File: src/rtl/pwm_peripheral.sv
// 16-channel PWM/static output block with one shared period counter and duty shadow.
// Duty updates are taken only at the period boundary; enable/mode changes apply next cycle.
module pwm_peripheral #(
  parameter int unsigned CLK_DIV = 13
) (
  input  logic        clock,
  input  logic        rst_n,
  input  logic [7:0]  en_reg_out_7_0,
  input  logic [7:0]  en_reg_out_15_8,
  input  logic [7:0]  en_reg_pwm_7_0,
  input  logic [7:0]  en_reg_pwm_15_8,
  input  logic [7:0]  pwm_duty_cycle,
  output logic [15:0] out,
  output logic        period_start
);

  localparam logic [7:0] DivMax = 8'(CLK_DIV - 1);

  logic [7:0]  prescaler_q, prescaler_d;
  logic [7:0]  pwm_cnt_q, pwm_cnt_d;
  logic [7:0]  duty_sh_q, duty_sh_d;
  logic [15:0] out_q, out_d;
  logic        period_start_q, period_start_d;
  logic        tick;
  logic        boundary;
  logic        pwm_sig;
  logic [15:0] en_out;
  logic [15:0] en_pwm;

  assign en_out = {en_reg_out_15_8, en_reg_out_7_0};
  assign en_pwm = {en_reg_pwm_15_8, en_reg_pwm_7_0};

  always_comb begin
    tick        = (prescaler_q == DivMax);
    prescaler_d = tick ? 8'd0 : prescaler_q + 8'd1;
    pwm_cnt_d   = tick ? pwm_cnt_q + 8'd1 : pwm_cnt_q;
    // Last tick of the period: the shadow loads so the new duty starts exactly at pwm_cnt == 0.
    boundary    = tick && (pwm_cnt_q == 8'hFF);
    duty_sh_d   = boundary ? pwm_duty_cycle : duty_sh_q;
    pwm_sig     = (duty_sh_q == 8'hFF) || (pwm_cnt_q < duty_sh_q);
    // Enable dominates; a non-PWM enabled channel drives a static 1.
    out_d          = en_out & (~en_pwm | {16{pwm_sig}});
    period_start_d = boundary;
  end

  always_ff @(posedge clock or negedge rst_n) begin
    if (!rst_n) begin
      prescaler_q    <= 8'd0;
      pwm_cnt_q      <= 8'd0;
      duty_sh_q      <= 8'd0;
      out_q          <= 16'd0;
      period_start_q <= 1'b0;
    end else begin
      prescaler_q    <= prescaler_d;
      pwm_cnt_q      <= pwm_cnt_d;
      duty_sh_q      <= duty_sh_d;
      out_q          <= out_d;
      period_start_q <= period_start_d;
    end
  end

  assign out          = out_q;
  assign period_start = period_start_q;

endmodule

File: config.mk
export PLATFORM = sky130hd
export DESIGN_NAME = pwm_peripheral
export DESIGN_NICKNAME = d
export VERILOG_FILES = /design/src/rtl/pwm_peripheral.sv
export SDC_FILE = /design/constraint.sdc
export NUM_CORES = 1
export LEC_CHECK = 0
export ABC_AREA = 1
export CAP_MARGIN = 20
export CORE_UTILIZATION = 35
export DETAILED_ROUTE_END_ITERATION = 10
export HOLD_SLACK_MARGIN = 0.02
export SKIP_LAST_GASP = 1
export SLEW_MARGIN = 25
export SYNTH_ARGS = -nofsm -noshare
export SYNTH_HDL_FRONTEND = slang
export SYNTH_SLANG_ARGS = --single-unit
File: constraint.sdc
create_clock -name clock -period 1.5 [get_ports clock]
set_clock_uncertainty 0.15 [all_clocks]
set_input_delay 0.3 -clock clock [delete_from_list [all_inputs] [get_ports clock]]
set_output_delay 0.3 -clock clock [all_outputs]
set_load 0.01 [all_outputs]
==> results_dict.tcl <==
set metrics [dict create \
    status "complete, but fails checks" \
    violations "setup timing" \
    period_share_pct 109 \
    p_switching_mw 0.481 \
    clkLatencyLatePin_ns 0.30 \
    synth_enable_flop_cells 0 \
    hp-class "in -> async" \
    rsz0062_at_grt "yes" \
    grt_pass1_vias 1726 \
    routedWlPerCell_um 12.2 \
    cp_slowest_cell "dfrtp_1" \
    cp_top_family "simple AND/OR/NAND/NOR gates" \
    worstSetupStartpointType "flop" \
    required_ns 1.59 \
    multi_input_area_um2 1060 \
    worstSetupPathType "reg -> reg" \
    slew_viol_final 0 \
    ir_drop_mv 0.470 \
    crit_fanout 8 \
    fillers 511 \
    finalSetupTns_ns -3.12 \
    port_buffers 58 \
    ys_seq_elements 41 \
    synth.area.top_cells "dfrtp_1 49%, inv_1 7.8%, nand2_1 7.2%" \
    crit_chain "inv_2 > ha_4 > a21oi_2 > nor2_1 > nor3_2 > buf_6 > nand2_8 > nand3_1 > nand2_1 > inv_1" \
    gp_congestion 0.723 \
    fmax_ghz 0.614 \
    setup_violations 29 \
    worstReg2RegStart "duty_sh_q[5]" \
    postLayoutCellArea_um2 3350 \
    ant_nets 0 \
    layout_common_cells "41 x inv_1, 41 x dfrtp_1, 40 x clkdlybuf4s50_1, 30 x nand2_1, 25 x buf_4" \
    drive_gt1_share_pct 34.6 \
    vias 1645 \
    clkPwrFrac_pct 41.5 \
    crit_start "duty_sh_q[5]" \
    fp.dieH_um 79.0 \
    drv_cap 0 \
    cts_tree "built" \
    seqPwrFrac_pct 49.6 \
    hold_violations 0 \
    yosysTopAreaCell "dfrtp_1" \
    die_area_um2 6250 \
    totalWireLength_um 4670 \
    arrival_ns 1.72 \
    fin_ws_ns -0.130 \
    gr-total-overflow 0 \
    finalCriticalPeriod_ns 1.63 \
    synthToLayoutAreaGrowth_pct 61.5 \
    die_x_um 79.0 \
    avgSynthCellArea_um2 9.75 \
    firstDrtPassIters 4 \
    place_area_um2 2950 \
    grtUsageTotal_pct 16.8 \
    regArea_um2 1030 \
    drc 0 \
    hpwl_um 3150 \
    p_leak_nw 1.70 \
    cp-end-kind "flop" \
    grt_max_degree 42 \
    worstMarginPinSlew_ns 0.243 \
    pwr-share-comb_pct 8.9 \
    p_int_mw 1.80 \
    netlist_instances 213 \
    path_buf_inv 3 \
    synthArstFlopShare_pct 100 \
    p_sw_share_pct 21.1 \
    antenna_found_initial 0 \
    netlist_area_um2 2080 \
    ys.flop_type "dfrtp_1" \
    finalNetCount 360 \
    synth_top_area_share_pct 49.4 \
    crit_path_max_incr_delay_ns 0.39 \
    cts_inserted_buffers 5 \
    viasPerCell 4.32 \
    ys_seq_area_share_pct 49.4 \
    path_clk_slew_ns 0.08 \
    diodes 0 \
    power_density_nw_per_um2 679 \
    clockBufferDepth 2 \
    clkSinkCount 41 \
    drt_iter0_markers 27 \
    grt_pass1_wl_um 7870 \
    core.rowCount 27 \
    cts_root_buffer "clkbuf_8" \
    core_area_um2 5610 \
    ys_warn_count 0 \
    start_util_pct 37.0 \
    syn-num-nets 265 \
    htreeDepth 2 \
    slew_headroom_pct 83.8 \
    ys_types 28 \
    io_pins 59 \
]
-- power groups by stage --
stage	Combinational (mW)	Clock (mW)	Sequential, mW
final	0.203	0.945	1.13
after global placement	0.218	0	1.15
after CTS	0.206	0.971	1.13
after global routing	0.225	1.02	1.13
after detailed placement	0.219	0	1.15
after floorplan	0.0223	0	1.17
-- worst register-to-register path: stages (launching register included) --
cell and delay, ns:
dfrtp_1 0.39, inv_2 0.09, ha_4 0.21, a21oi_2 0.11
nor2_1 0.05, nor3_2 0.15, buf_6 0.17, nand2_8 0.08
nand3_1 0.07, nand2_1 0.05, inv_1 0.05
-- cells in the mapped netlist (2+ instances only) --
library cell,instances
nand4_1,3
a21oi_1,2
nor2_1,9
nor3b_1,3
buf_6,3
dfrtp_1,41
nand3_1,9
ha_1,10
nand2_2,3
xor2_1,5
nand3_2,13
inv_1,43
xnor2_1,4
o21ai_2,8
nand2_1,40
inv_2,4
nor3_2,2
-- stage by stage --
step                      setup WS (ns)  std cells  total power [mW]  utilization [%]  hold slack, ns
after floorplan                  -0.139        213              1.19                -          -0.146
after global placement           -0.132        366              1.37             52.5           0.143
after detailed placement         -0.191        366              1.37             52.5           0.145
after CTS                        -0.187        381              2.31             57.9           0.355
after global routing             -0.289        381              2.38             59.8           0.347
final                            -0.130        381              2.28             59.8           0.346
-- flip-flops by register name, indices dropped and copies added (netlist names) --
signal / flops
out: 16
period_start: 1
prescaler_q: 8
duty_sh_q: 8
pwm_cnt_q: 8
-- final cells by class --
type | count | share of cell area (%)
timing repair buffer | 91 | 26.3
clock buffer | 7 | 2.57
multi-input combinational | 122 | 31.7
inverter | 47 | 5.26
clock inverter | 1 | 0.895
tap | 72 | 2.69
sequential | 41 | 30.6
-- kinds of logic after synthesis --
family                     synth area share (%)
AOI/OAI and AO/OA                          4.52
xor gates and xnor gates                   3.79
adders and majority gates                  6.02
buffers and inverters                      10.8
DFF                                        49.4
muxes                                     0.542
and+or+nand+nor                            24.9
-- worst paths after layout --
check	endpoint	slack, ns	cells past startpoint
worst min-delay path	prescaler_q[0]	0.35	3
worst max-delay path	out[3]	-0.13	10
worst min register to register	prescaler_q[0]	0.40	2
min in group clock	out[5]	0.36	3
worst max register to register	out[3]	-0.13	10
max in group asynchronous	pwm_cnt_q[2]	0.65	3
-- timing repair --
item / CTS / global route
pin swaps: 11 / 14
setup endpoints to repair: 48 / 40
hold buffers: 1 / 0
gates resized for setup: 45 / 20
hold endpoints to repair: 41 / 0
buffers inserted: 4 / 1
cloned: 2 / 0
-- layer usage --
layer | track usage, % | wire length [um] | vias to the layer above | part of all wire (%)
met2 | 28.1 | 2380 | 34 | 51
met1 | 20.0 | 2010 | 760 | 43
met3 | 5.06 | 221 | 6 | 4.7
met4 | 7.09 | 58 | 0 | 1.2
li1 | - | - | 845 | -
met5 | 0 | 0 | - | 0
No activity file was read; power rests on OpenSTA's default activity.
